`src/rtl/vx_stream_demux.sv`:
```
// -----------------------------------------------------------------------------
// vx_stream_demux
//
// Steers one valid/ready input stream to one of NUM_OUTS output streams, chosen
// per transfer by sel_in. This is the fan-out partner of the fixed-priority
// arbiter. A typical use is routing memory or cache responses back to the
// requester that issued them.
//
// BUFFERED=1: each lane owns a 2-entry elastic buffer.
//   - Outputs come straight from registers.
//   - Each lane sustains one transfer per cycle.
//   - A stalled lane never blocks traffic bound for other lanes.
//   - ready_in depends only on sel_in and registered lane state; it has no
//     combinational path from ready_out.
// BUFFERED=0: purely combinational steering with zero latency.
//
// Ports
//   clk        clock
//   reset      synchronous, active-high reset (clears all lane buffers)
//   valid_in   input transfer valid
//   data_in    input payload (DATAW bits)
//   sel_in     destination lane index (ignored when NUM_OUTS == 1)
//   ready_in   input accepted when valid_in && ready_in
//   valid_out  per-lane output valid
//   data_out   per-lane payload, lane i at [i*DATAW +: DATAW]
//   ready_out  per-lane downstream ready
//   count_out  per-lane occupancy (0..2), lane i at [i*2 +: 2]; 0 if unbuffered
//
// A sel_in value >= NUM_OUTS is a protocol violation. Such a transfer is
// accepted and dropped, so the input can never deadlock on it.
// -----------------------------------------------------------------------------
module vx_stream_demux #(
    parameter int NUM_OUTS     = 4,
    parameter int DATAW        = 32,
    parameter int BUFFERED     = 1,
    parameter int LOG_NUM_OUTS = $clog2(NUM_OUTS)
) (
    input  logic                                             clk,
    input  logic                                             reset,
    input  logic                                             valid_in,
    input  logic [DATAW-1:0]                                 data_in,
    input  logic [((LOG_NUM_OUTS > 0) ? LOG_NUM_OUTS : 1)-1:0] sel_in,
    output logic                                             ready_in,
    output logic [NUM_OUTS-1:0]                              valid_out,
    output logic [NUM_OUTS*DATAW-1:0]                        data_out,
    input  logic [NUM_OUTS-1:0]                              ready_out,
    output logic [NUM_OUTS*2-1:0]                            count_out
);

    localparam int SELW = (LOG_NUM_OUTS > 0) ? LOG_NUM_OUTS : 1;

    // One-hot decode of the destination.
    // With a single lane, sel_in is ignored and lane 0 always receives.
    logic [NUM_OUTS-1:0] lane_sel;
    logic                sel_in_range;

    generate
        if (NUM_OUTS == 1) begin : g_single
            assign lane_sel     = 1'b1;
            assign sel_in_range = 1'b1;
        end else begin : g_multi
            for (genvar gi = 0; gi < NUM_OUTS; gi++) begin : g_dec
                assign lane_sel[gi] = (sel_in == SELW'(gi));
            end
            assign sel_in_range = ({1'b0, sel_in} < (SELW+1)'(NUM_OUTS));
        end
    endgenerate

    generate
        if (BUFFERED != 0) begin : g_buf
            logic [NUM_OUTS-1:0] lane_ready;

            // An out-of-range select is always "ready", so the bad beat is
            // swallowed instead of stalling the input forever.
            assign ready_in = !reset && (!sel_in_range || (|(lane_sel & lane_ready)));

            for (genvar gi = 0; gi < NUM_OUTS; gi++) begin : g_lane
                logic [DATAW-1:0] head_reg, head_next;
                logic [DATAW-1:0] tail_reg, tail_next;
                logic [1:0]       count_reg, count_next;
                logic             push;
                logic             pop;

                assign push = valid_in && ready_in && sel_in_range && lane_sel[gi];
                assign pop  = valid_out[gi] && ready_out[gi];

                // head_reg always holds the oldest entry and drives the output.
                // tail_reg holds the second entry when the lane is full.
                always_comb begin
                    head_next  = head_reg;
                    tail_next  = tail_reg;
                    count_next = count_reg;
                    case ({push, pop})
                        2'b10: begin
                            if (count_reg == 2'd0) begin
                                head_next = data_in;
                            end else begin
                                tail_next = data_in;
                            end
                            count_next = count_reg + 2'd1;
                        end
                        2'b01: begin
                            head_next  = tail_reg;
                            count_next = count_reg - 2'd1;
                        end
                        2'b11: begin
                            // Occupancy is unchanged.
                            // With one entry, the new beat moves straight to head.
                            // Otherwise tail advances and the new beat queues behind it.
                            if (count_reg == 2'd1) begin
                                head_next = data_in;
                            end else begin
                                head_next = tail_reg;
                                tail_next = data_in;
                            end
                        end
                        default: ;
                    endcase
                end

                always_ff @(posedge clk) begin
                    if (reset) begin
                        count_reg <= 2'd0;
                    end else begin
                        count_reg <= count_next;
                    end
                end

                // Payload registers need no reset; validity comes from count_reg.
                always_ff @(posedge clk) begin
                    head_reg <= head_next;
                    tail_reg <= tail_next;
                end

                assign lane_ready[gi]              = (count_reg != 2'd2);
                assign valid_out[gi]               = (count_reg != 2'd0);
                assign data_out[gi*DATAW +: DATAW] = head_reg;
                assign count_out[gi*2 +: 2]        = count_reg;

                a_count_max : assert property (@(posedge clk) disable iff (reset)
                    count_reg <= 2'd2);
            end
        end else begin : g_nobuf
            assign ready_in  = !sel_in_range || (|(lane_sel & ready_out));
            assign valid_out = lane_sel & {NUM_OUTS{valid_in && sel_in_range}};
            assign data_out  = {NUM_OUTS{data_in}};
            assign count_out = '0;
        end
    endgenerate

    // Input-side protocol checks.
    a_sel_range : assert property (@(posedge clk) disable iff (reset)
        valid_in |-> sel_in_range);
    a_valid_hold : assert property (@(posedge clk) disable iff (reset)
        (valid_in && !ready_in) |=> valid_in);
    a_data_hold : assert property (@(posedge clk) disable iff (reset)
        (valid_in && !ready_in) |=> ($stable(data_in) && $stable(sel_in)));

endmodule

```
`config.mk`:
```
export PLATFORM = sky130hd
export DESIGN_NAME = vx_stream_demux
export DESIGN_NICKNAME = d
export VERILOG_FILES = /design/src/rtl/vx_stream_demux.sv
export SDC_FILE = /design/constraint.sdc
export NUM_CORES = 1
export LEC_CHECK = 0
export BUFFER_PORTS_ARGS = -buffer_cell sky130_fd_sc_hd__buf_4
export CORE_ASPECT_RATIO = 0.5
export CORE_MARGIN = 8
export CORE_UTILIZATION = 40
export CTS_BUF_LIST = sky130_fd_sc_hd__clkbuf_4 sky130_fd_sc_hd__clkbuf_8
export DETAILED_ROUTE_END_ITERATION = 10
export GPL_ROUTABILITY_DRIVEN = 0
export PLACE_DENSITY = 0.7
export SYNTH_ARGS = -nofsm -noshare
export SYNTH_HDL_FRONTEND = slang
export SYNTH_SLANG_ARGS = --single-unit
```
`constraint.sdc`:
```
create_clock -name clk -period 3.2 [get_ports clk]
set_input_delay 0.32 -clock clk [delete_from_list [all_inputs] [get_ports clk]]
set_output_delay 0.32 -clock clk [all_outputs]
set_load 0.005 [all_outputs]
```
---- Yosys cells after proc, flatten, opt, wreduce, memory -nomap -nowiden ----
Cells that the tools add are included.
operators by class
  bitwise logic cells ..................... 1
  add/subtract/negate cells ............... 8
  equality and inequality tests ........... 35
  reduce and logical (&&, ||, !) cells .... 41
  mux-type cells .......................... 28
operators by type and width
  operator             count
  $mux 32              16
  $pmux 32 s3          4
  $pmux 32 s2          4
  $ne 2x2->1 const B   16
  $reduce_bool 2->1    12
  $eq 2x2->1 const B   10
  $eq 2x1->1 const B   9
  $pmux 2 s2           4
  $reduce_and 3->1     4
  $reduce_bool 3->1    4
  $logic_and 1x1->1    10
  $logic_not 2->1      5
  $add 2x1->2 const B  4
  $reduce_and 2->1     4
  $sub 2x1->2 const B  4
  $and 4x4->4          1
  $reduce_or 4->1      1
  $logic_not 1->1      1
storage, ports and cells
  register bits ........................... 264
  output and inout port bits .............. 141
  input port bits ......................... 41
  word-level logic and storage cells ...... 125

---- Longest topological paths before layout ----
  depth after elaboration ................. 9
  mapped depth ............................ 10
  mapped depth without buffers ............ 9

---- Worst setup path after synthesis ----
OpenSTA, ideal clock, no wires.
  kind .................................... input -> register
  start point ............................. in sel_in[1] (netlist name)
  end point ............................... reg g_buf.g_lane[1].tail_reg[0] (enable)
  path slack .............................. -0.069 ns
  data arrival time ....................... 2.837 ns
  stages on the path ...................... 5
  required time ........................... 2.768 ns
  setup time .............................. 0.432 ns
  path through ............................ or3b_4 nor3b_4 ha_1 o21ai_0 a21oi_1
between the ends
  cells in the longest elaborated chain, start to end .. 9
ends and longest elaborated chain
  item                                                              line  RTL
  start: declaration                                                42    input logic [((LOG_NUM_OUTS > 0) ? LOG_NUM_OUTS : 1)-1:0] sel_in,
  $eq 2x1->1, or another cell as far along                          63    assign lane_sel[gi] = (sel_in == SELW'(gi));
  $and 4x4->4                                                       75    assign ready_in = !reset && (!sel_in_range || (|(lane_sel & lane_ready)));
  $reduce_or 4->1                                                   75
  $logic_and 1x1->1                                                 75
  $logic_and 1x1->1                                                 84    assign push = valid_in && ready_in && sel_in_range && lane_sel[gi];
  $logic_and 1x1->1 (*)                                             84
  $eq 2x2->1                                                        93    case ({push, pop})
  $ne 2x2->1 (no line) / $reduce_bool 2->1 (equally long branches)  --
  $reduce_and 3->1 (no line) (*)                                    --
  end signal: assignment                                            132   tail_reg <= tail_next;
  end: declaration                                                  79    logic [DATAW-1:0] tail_reg, tail_next;
Mark *: on every way between the ends. The rest lies on a longest branch, timed or not.
A chain may end at the register's enable or synchronous reset.

---- Worst setup path after layout ----
  start point ............................. reg g_buf.g_lane[3].count_reg[0]
  end point ............................... reg g_buf.g_lane[3].tail_reg[16] (enable)
between the ends
  cells in the longest elaborated chain, start to end .. 9
ends and longest elaborated chain
  item                                                              line  RTL
  start: declaration                                                80    logic [1:0] count_reg, count_next;
  start signal: assignment                                          125   count_reg <= count_next;
  $ne 2x2->1                                                        135   assign lane_ready[gi] = (count_reg != 2'd2);
  $and 4x4->4                                                       75
  $reduce_or 4->1                                                   75
  $logic_and 1x1->1                                                 75
  $logic_and 1x1->1 (2 in series)                                   84
  $eq 2x2->1                                                        93
  $ne 2x2->1 (no line) / $reduce_bool 2->1 (equally long branches)  --
  $reduce_and 3->1 (no line) (*)                                    --
  end signal: assignment                                            132
  end: declaration                                                  79
Marked as above.

==> impl_metrics.csv <==
group,metric,value,unit
sta,fin_crit,2560,ps
cts,cts_sinks,264,
critical_path,r2r_setup_slack,640,ps
cts,tritoncts,"done",
floorplanning,core,24200,um^2
logic_synthesis,ys_seq_area_frac,0.791,
cells_and_area,post_route_cells_drive_above_1_share,0.364,
cts,ctsHoldBuffers,0,
placed_design,preCtsSetupSlack,633,ps
cells_and_area,final_cell_mix,"edfxtp_1, buf_4, a22o_1",
sta,fin_ws,640,ps
run,maxCapViolations,0,
logic_synthesis,netlist.area_leader.share,0.775,
floorplanning,fp.dieW,239,um
cts,cts.htree.levels,2,
sta,finClkSkew,16.3,ps
cts,ctsRootBufferMaster,"clkbuf_8",
min_path,hold_depth,1,
critical_path,worstPathArrival,2770,ps
sta,fin_crit_sh,0.800,
critical_path,worstReg2RegStart,"g_buf.g_lane[3].count_reg[0]",
global_route,grt_usage,0.150,
logic_synthesis,synth_top_cell_by_area,"edfxtp_1",
sta,relSlewSlack,0.561,
logic_synthesis,yosys-top-cells-area,"edfxtp_1, a22o_1, ha_1",
route,antenna_left,0,
route,drtIter0Drc,430,
floorplanning,die_y,127,um
global_route,grt_max_degree,33,
critical_path,startpoint_type,"flip-flop",
critical_path,r2r_end,"g_buf.g_lane[3].tail_reg[16]",
sta,fmax,391,MHz
power,ir_drop,0.296,mV
global_route,grt_pass1_vias,5668,
logic_synthesis,ys_types,29,
min_path,min_to,"g_buf.g_lane[1].tail_reg[10]",
cells_and_area,final_core_util,0.516,
sta,fin_setup_tns,0,ps
power,report.power.total,9.67,mW
sta,rsz0062_at_grt,"false",
route,drcViolationCount,0,
power,power.leakage,4.63,nW
floorplanning,start_util,0.410,
logic_synthesis,syn_avg_cell_area,19.0,um^2
cts,cts-root-to-sink-buffers,3,
sta,finalSetupViolCount,0,
critical_path,r2r_cells,7,
route,wl,23600,um
cts,cts_setup_buffers,0,
cts,cts_buffers,39,
sta,worst_pin_slew,656,ps
logic_synthesis,yosys_warnings,0,
power,power_density,775,nW/um^2
sta,hold_violations,0,
floorplanning,die-area,30400,um^2
floorplanning,io_pins,182,
min_path,hp-class,"input port to flip-flop",
logic_synthesis,synth-seq-cells,264,
cells_and_area,area_delta_synth_final,25.8,%
logic_synthesis,synth_area,9920,um^2
cells_and_area,fillers,1910,
cells_and_area,antennaDiodeCount,0,
critical_path,required,3410,ps
critical_path,critical_path_class,"flip-flop to flip-flop",
floorplanning,rows,40,
cells_and_area,final_common_cell,"edfxtp_1",
cells_and_area,final_nets,803,
critical_path,crit_path_end_kind,"flip-flop",
cts,clock_latency,510,ps
global_route,grt-ovfl-total,0,
route,wl_per_cell,21.5,um
sta,slew_violations,0,
global_route,grt_pass1_wl,35000,um
route,viasPerCell,5.04,
sta,hold-worst-slack,50.2,ps
global_route,antenna_found_initial,0,
route,drt_pre_antenna_iters,4,
placed_design,dp_hpwl,15800,um
outcome,status,"completed",
route,vias,5520,
min_path,min_from,"data_in[10]",
logic_synthesis,syn_nets,588,
cts,cts_resized,0,
logic_synthesis,netlist_instances,523,
cts,clk_pin_slew,70,ps
placed_design,portBuffers,181,
critical_path,worstPathMaxFanout,19,
==> how the worst max path moves through the flow <==
stage / start / to / slack (ps) / cells past startpoint
after global routing: g_buf.g_lane[3].count_reg[0] / g_buf.g_lane[3].tail_reg[2] / 490 / 7
final: g_buf.g_lane[3].count_reg[0] / g_buf.g_lane[3].tail_reg[16] / 640 / 7
after floorplan: g_buf.g_lane[2].count_reg[0] / g_buf.g_lane[2].tail_reg[0] / 250 / 6
after global placement: reset / g_buf.g_lane[1].tail_reg[9] / 670 / 7
after CTS: g_buf.g_lane[3].count_reg[0] / g_buf.g_lane[3].tail_reg[8] / 620 / 7
after detailed placement: g_buf.g_lane[3].count_reg[0] / g_buf.g_lane[3].tail_reg[12] / 630 / 7
==> metal layers <==
layer | up-vias | global-route usage | wire length [um]
li1 | 2540 | - | -
met1 | 2798 | 0.182 | 9530
met2 | 140 | 0.265 | 12200
met3 | 42 | 0.0277 | 1160
met4 | 0 | 0.0550 | 667
met5 | - | 0 | 0
==> logic make-up after synthesis <==
kind of cell,share of synthesized area
xor gates and xnor gates,0.00706
buffers and inverters,0.0221
and+or+nand+nor,0.0208
AOI/OAI and AO/OA,0.126
muxes,0.00227
adders and majority gates,0.0303
DFF,0.791
==> per-stage QoR <==
step / std cells / instance area [um^2]
after floorplan: 523 / 9930
after global placement: 1033 / 11800
after detailed placement: 1033 / 11800
after CTS: 1096 / 12500
after global routing: 1096 / 12500
final: 1096 / 12500
==> cell usage after synthesis (all sizes together) <==
library cell,instances
nor3,1
ha,24
nand3b,1
a22o,128
nor2,9
or3b,1
o21ai,4
a221oi,1
a21o,3
inv,20
nor3b,2
a211oi,4
dfxtp,8
mux4,1
buf,25
nor2b,4
or3,1
a21oi,3
nand2,15
xor2,8
o21a,4
edfxtp,256
==> where the power goes <==
| group | switching (mW) | internal (mW) |
|---|---|---|
| clock network | 1.18 | 1.27 |
| logic | 1.31 | 1.12 |
| registers | 0.221 | 4.57 |
| total | 2.70 | 6.96 |
==> area by class of cell <==
cell class | count | area, um^2 | share of cell area
Clock buffer | 50 | 626 | 0.0501
Timing Repair Buffer | 199 | 1530 | 0.123
Inverter | 20 | 80.1 | 0.00642
Sequential cell | 264 | 7850 | 0.629
Multi-Input combinational cell | 214 | 1910 | 0.153
Tap cell | 336 | 420 | 0.0337
Clock inverter | 13 | 62.6 | 0.00501
==> worst max-delay path, stage by stage (launching register included) <==
cell and delay, ps:
dfxtp_1 390, inv_1 80, ha_1 230, nor3b_2 310, ha_1 310, o21ai_0 180
a21oi_4 500, buf_12 250
No activity file was read; power rests on OpenSTA's default activity.
